$ cat src/rtl/markov_table_arbiter.sv
// Markov table arbiter: shares the single-port transition-count RAM between
// the learner (read/write, with an optional lock for read-increment-write)
// and the sequence generator (read-only). Round-robin when both request.
// A lock that sits idle for LOCK_MAX cycles is forcibly released.
//
// Ports:
//   clk, reset                 clock and synchronous active-high reset
//   learn_req/we/lock/addr/wdata  learner request side
//   learn_gnt                  learner access accepted this cycle
//   learn_rvalid/rdata         learner read return (cycle after read grant)
//   gen_req/addr               generator read request
//   gen_gnt                    generator access accepted this cycle
//   gen_rvalid/rdata           generator read return (cycle after grant)
//   mem_en/we/addr/wdata       RAM command (1-cycle read latency)
//   mem_rdata                  RAM read data
//   lock_err                   one-cycle pulse when a lock times out
module markov_table_arbiter #(
  parameter int unsigned ADDR_W   = 6,
  parameter int unsigned DATA_W   = 16,
  parameter int unsigned LOCK_MAX = 8
) (
  input  logic              clk,
  input  logic              reset,
  input  logic              learn_req,
  input  logic              learn_we,
  input  logic              learn_lock,
  input  logic [ADDR_W-1:0] learn_addr,
  input  logic [DATA_W-1:0] learn_wdata,
  output logic              learn_gnt,
  output logic              learn_rvalid,
  output logic [DATA_W-1:0] learn_rdata,
  input  logic              gen_req,
  input  logic [ADDR_W-1:0] gen_addr,
  output logic              gen_gnt,
  output logic              gen_rvalid,
  output logic [DATA_W-1:0] gen_rdata,
  output logic              mem_en,
  output logic              mem_we,
  output logic [ADDR_W-1:0] mem_addr,
  output logic [DATA_W-1:0] mem_wdata,
  input  logic [DATA_W-1:0] mem_rdata,
  output logic              lock_err
);

  localparam int unsigned CntW = $clog2(LOCK_MAX) + 1;

  typedef enum logic {StArb, StLocked} state_e;

  state_e          state;
  logic            prio;      // 0 = learner wins contention, 1 = generator
  logic [CntW-1:0] lock_cnt;
  logic            lock_timeout;

  always_comb begin
    learn_gnt = 1'b0;
    gen_gnt   = 1'b0;
    if (!reset) begin
      if (state == StLocked) begin
        learn_gnt = learn_req;
      end else begin
        learn_gnt = learn_req & (~gen_req | ~prio);
        gen_gnt   = gen_req & (~learn_req | prio);
      end
    end
  end

  // Forced release is decided in the last idle cycle of the lock window.
  assign lock_timeout = !reset && (state == StLocked) && !learn_req &&
                        (lock_cnt == CntW'(LOCK_MAX - 1));
  assign lock_err     = lock_timeout;

  assign mem_en    = learn_gnt | gen_gnt;
  assign mem_we    = learn_gnt & learn_we;
  assign mem_addr  = learn_gnt ? learn_addr : (gen_gnt ? gen_addr : '0);
  assign mem_wdata = learn_gnt ? learn_wdata : '0;

  assign learn_rdata = mem_rdata;
  assign gen_rdata   = mem_rdata;

  always_ff @(posedge clk) begin
    if (reset) begin
      state        <= StArb;
      prio         <= 1'b0;
      lock_cnt     <= '0;
      learn_rvalid <= 1'b0;
      gen_rvalid   <= 1'b0;
    end else begin
      learn_rvalid <= learn_gnt & ~learn_we;
      gen_rvalid   <= gen_gnt;
      unique case (state)
        StArb: begin
          if (learn_gnt) begin
            prio <= 1'b1;
            if (learn_lock) begin
              state    <= StLocked;
              lock_cnt <= '0;
            end
          end else if (gen_gnt) begin
            prio <= 1'b0;
          end
        end
        StLocked: begin
          if (learn_gnt) begin
            lock_cnt <= '0;
            if (!learn_lock) begin
              state <= StArb;
              prio  <= 1'b1;
            end
          end else if (lock_timeout) begin
            state    <= StArb;
            prio     <= 1'b1;
            lock_cnt <= '0;
          end else begin
            lock_cnt <= lock_cnt + 1'b1;
          end
        end
        default: state <= StArb;
      endcase
    end
  end

endmodule

$ cat config.mk
export PLATFORM = sky130hd
export DESIGN_NAME = markov_table_arbiter
export DESIGN_NICKNAME = d
export VERILOG_FILES = /design/src/rtl/markov_table_arbiter.sv
export SDC_FILE = /design/constraint.sdc
export NUM_CORES = 1
export LEC_CHECK = 0
export CAP_MARGIN = 20
export CORE_ASPECT_RATIO = 0.8
export CORE_MARGIN = 1
export CORE_UTILIZATION = 28
export DETAILED_ROUTE_END_ITERATION = 8
export PLACE_DENSITY_LB_ADDON = 0.3
export SETUP_SLACK_MARGIN = 0.05
export SYNTH_ARGS = -nofsm -noshare
export SYNTH_HDL_FRONTEND = slang
export SYNTH_SLANG_ARGS = --single-unit
$ cat constraint.sdc
create_clock -name clk -period 3.9 [get_ports clk]
set_clock_uncertainty 0.1 [all_clocks]
set_input_delay 0.78 -clock clk [delete_from_list [all_inputs] [get_ports clk]]
set_output_delay 0.78 -clock clk [all_outputs]
set_load 0.005 [all_outputs]
### Word level (Yosys, flattened, before mapping)

Index checks and enable logic that the tools add are counted.

| operators by class | value |
|---|---|
| reduce and logical (&&, ||, !) cells | 7 |
| $add $sub $neg | 1 |
| bitwise logic cells | 12 |
| eq/ne operators | 6 |
| muxes and demuxes | 23 |

Operator list:

| kind | count |
|---|---|
| $mux 16 | 1 |
| $mux 4 | 4 |
| $mux 1 | 13 |
| $mux 6 | 2 |
| $ne 3x3->1 const B | 3 |
| $pmux 4 s2 | 1 |
| $not 1->1 | 5 |
| $add 4x1->4 const B | 1 |
| $and 1x1->1 | 4 |
| $eq 4x3->1 const B | 1 |
| $ne 2x2->1 const B | 2 |
| $pmux 1 s2 | 2 |
| $logic_and 1x1->1 | 3 |
| $or 1x1->1 | 3 |
| $reduce_and 3->1 | 1 |
| $logic_not 1->1 | 2 |
| $reduce_and 2->1 | 1 |

| word-level totals | value |
|---|---|
| bits of input ports | 50 |
| bits in registers | 8 |

### Depth between registers and ports, before layout

| depth | value |
|---|---|
| word-level depth | 8 |
| gate-level depth with buffers | 4 |
| gate-level depth less buffers | 4 |

### Worst setup path after synthesis

OpenSTA, ideal clock, no wires.

| timing | value |
|---|---|
| kind | input-to-output |
| from | input learn_req |
| to | output mem_addr[2] |
| stages | 2 |
| data required time | 3020 ps |
| arrival time | 1467 ps |
| setup slack | 1553 ps |
| buffers on the path | 0 |
| cells stage by stage | a2111oi_4 -> a22o_2 |

| on the way | value |
|---|---|
| longest elaborated chain between the ends | 7 |
| elaborated cells on any way between the ends | 10 |
| those cells by class | mux: 6; bitwise: 4 |

Ends and longest elaborated chain:

| what | RTL line | text |
|---|---|---|
| start, declared | 24 | `input logic learn_req,` |
| $not 1->1 | 62 | `gen_gnt = gen_req & (~learn_req \| prio);` |
| $or 1x1->1 | 62 |  |
| $and 1x1->1 | 62 |  |
| $mux 1 | 58 | `if (state == StLocked) begin` |
| $mux 1 | 57 | `if (!reset) begin` |
| $mux 6 | 74 | `assign mem_addr = learn_gnt ? learn_addr : (gen_gnt ? gen_addr : '0);` |
| $mux 6 (*) | 74 |  |
| end, declared | 39 | `output logic [ADDR_W-1:0] mem_addr,` |

Every way passes the cells marked *; elsewhere a longest branch is shown, timed or not.

### Final worst setup path

| timing | value |
|---|---|
| from | input learn_req |
| to | output mem_addr[4] |

The elaborated chain is that of the path after synthesis.

==> results_dict.tcl <==
set metrics [dict create \
    status "complete, no violations" \
    clockRootBuffer "clkbuf_8" \
    wl_per_cell_um 13.8 \
    crit_arrival_ps 2660 \
    slew_headroom_pct 67.1 \
    crit_buf_inv 2 \
    ir_drop_mv 0.115 \
    cpPeakStageDelay_ps 600 \
    async_reset_ff_share_pct 0 \
    synth_top_area_share_pct 28.0 \
    yosysWarnings 0 \
    placementRows 17 \
    clock.fmax_mhz 283 \
    clk_latency_ps 220 \
    fillers 283 \
    grt.total_usage_pct 14.1 \
    min_path_type "reg -> reg" \
    place_ws_ps 368 \
    path_cells "clkdlybuf4s50_1 -> a2111oi_4 -> a22o_2 -> clkdlybuf4s50_1" \
    synth_top_area_cell "buf_4" \
    port_buffers 62 \
    finalWirelength_um 2400 \
    setup_violations 0 \
    ys_types 34 \
    grt.overflow.total 0 \
    ys_seq_area_share_pct 18.1 \
    antenna_found_initial 0 \
    synth_area_per_cell_um2 8.36 \
    end_kind "output pin" \
    post-cts-setup-buffer-count 0 \
    crit_family "buffers and inverters" \
    clock-sinks 8 \
    setup_tns_ps 0 \
    period_minus_slack_ps 3540 \
    grt_pass1_wl_um 3570 \
    synth_cells 106 \
    postPlaceCellArea_mm2 0.00129 \
    initial_utilization_pct 30.8 \
    finalCritPeriodShare_pct 90.7 \
    crit_path_frequent_cell "clkdlybuf4s50_1" \
    hold_ws_ps 415 \
    synth-edff-count 0 \
    regArea_um2 160 \
    synth.area.top_cells "buf_4 28%, dfxtp_1 18%, and2_1 8.5%, and2_2 4.2%, a22o_1 4.0%" \
    ios 111 \
    die_area_mm2 0.00339 \
    drc 0 \
    die_w_um 64.9 \
    numCtsBuffers 3 \
    cts-resized-gates 0 \
    drive_above_1_share_pct 11.8 \
    slew_violations 0 \
    finalPower_uw 281 \
    n_antenna_cell 0 \
    finalNetCount 189 \
    hold_viol 0 \
    rsz0062_at_grt "false" \
    p_leak_uw 0.000494 \
    cts_tree "yes" \
    final_antenna_net_count 0 \
    drt-pass1-iter-count 3 \
    vias 769 \
    cp_slowest_cell "a2111oi_4" \
    multiInputGateArea_um2 440 \
    cts_hold_buf 0 \
    synth-seq-cells 8 \
    required_ps 3020 \
    die_h_um 52.3 \
    cp-start-kind "primary input" \
    cts_buffer_depth 2 \
    syn_to_final_growth_pct 50.0 \
    grt_max_degree 26 \
    drt-vias-per-instance 4.42 \
    grt_pass1_vias 727 \
    synth_area_um2 886 \
    htreeDepth 1 \
    dp.final_hpwl_um 2030 \
    tightest_slew_ps 494 \
    core-area_mm2 0.00287 \
    drt-initial-drc-count 17 \
    critPathKind "in -> out" \
    design_area_mm2 0.00133 \
    clk_pin_slew_ps 40 \
    synthFlopType "dfxtp_1" \
    syn_nets 157 \
    gp_congestion 0.743 \
    critPathMaxFanout 9 \
    powerDensity_mw_per_mm2 212 \
    fin_ws_ps 363 \
    cap_violations 0 \
]
## flip-flops by register name (all words and copies together), names as in the netlist
register / count
lock_cnt: 4
gen_rvalid: 1
learn_rvalid: 1
prio: 1
state: 1
## per-stage QoR
stage	std cells	util [%]
floorplan	106	-
global placement	171	44.8
detailed placement	171	44.8
CTS	174	46.3
global route	174	46.3
finish	174	46.3
## cells in the final DEF, fill, tap and decap left out, types with 3 or more instances in the layout
master           netlist  routed
clkdlybuf4s50_1        0      62
and2_1                12      12
dfxtp_1                8       8
and2_2                 5       5
a22o_1                 4       4
nor2_1                 4       4
nand2b_1               4       4
inv_1                  3       3
a21oi_1                3       3
clkbuf_8               0       3
## report_power, final
part	switching, uW	internal, uW
registers	2.49	85.0
clock network	29.4	66.6
logic	30.0	68.0
total	61.9	220
## cells by family (layout without fill, tap and decap cells)
family / Yosys count / count (layout) / synth area share [%]
AO/OA/AOI/OAI: 22 / 22 / 22.7
adder cells (fa/ha/maj): 1 / 1 / 1.41
buffers and inverters: 39 / 69 / 32.2
flip-flops: 8 / 8 / 18.1
AND/OR/NAND/NOR: 36 / 36 / 25.6
## Yosys cell counts (2+ instances only)
| library cell | n |
|---|---|
| buf_4 | 33 |
| and2_1 | 12 |
| dfxtp_1 | 8 |
| and2_2 | 5 |
| a22o_1 | 4 |
| nand2b_1 | 4 |
| nor2_1 | 4 |
| a21oi_1 | 3 |
| inv_1 | 3 |
| a211oi_1 | 2 |
| a22o_2 | 2 |
| and2b_1 | 2 |
| buf_6 | 2 |
| nand2_1 | 2 |
## layer usage
| metal | vias up | share of wire [%] | track usage, % | routed length (um) |
|---|---|---|---|---|
| met1 | 349 | 36 | 14.9 | 869 |
| met4 | 0 | 2.3 | 6.67 | 55 |
| met5 | - | 0 | 0 | 0 |
| li1 | 390 | - | - | - |
| met2 | 16 | 56 | 25.2 | 1350 |
| met3 | 14 | 4.9 | 4.78 | 118 |
## area by class of cell
| class | count | share of cell area [%] |
|---|---|---|
| clock buffer | 3 | 3.11 |
| inverter | 3 | 0.847 |
| sequential | 8 | 12.1 |
| timing repair buffer | 63 | 47.3 |
| multi-input combinational | 59 | 33.1 |
| tap | 38 | 3.58 |
## worst reg2reg max path: stages (launching register included)
cell	delay, ps
dfxtp_1	360
ha_1	210
nand3b_1	160
o2111a_1	260
a211oi_1	210
## final timing paths
kind	from	endpoint	slack (ps)	depth (start not counted)
min reg2reg	lock_cnt[0]	lock_cnt[0]	420	2
min	lock_cnt[0]	lock_cnt[0]	420	2
max	learn_req	mem_addr[4]	360	4
max reg2reg	lock_cnt[0]	prio	2520	4
(Power assumes the default switching activity.)
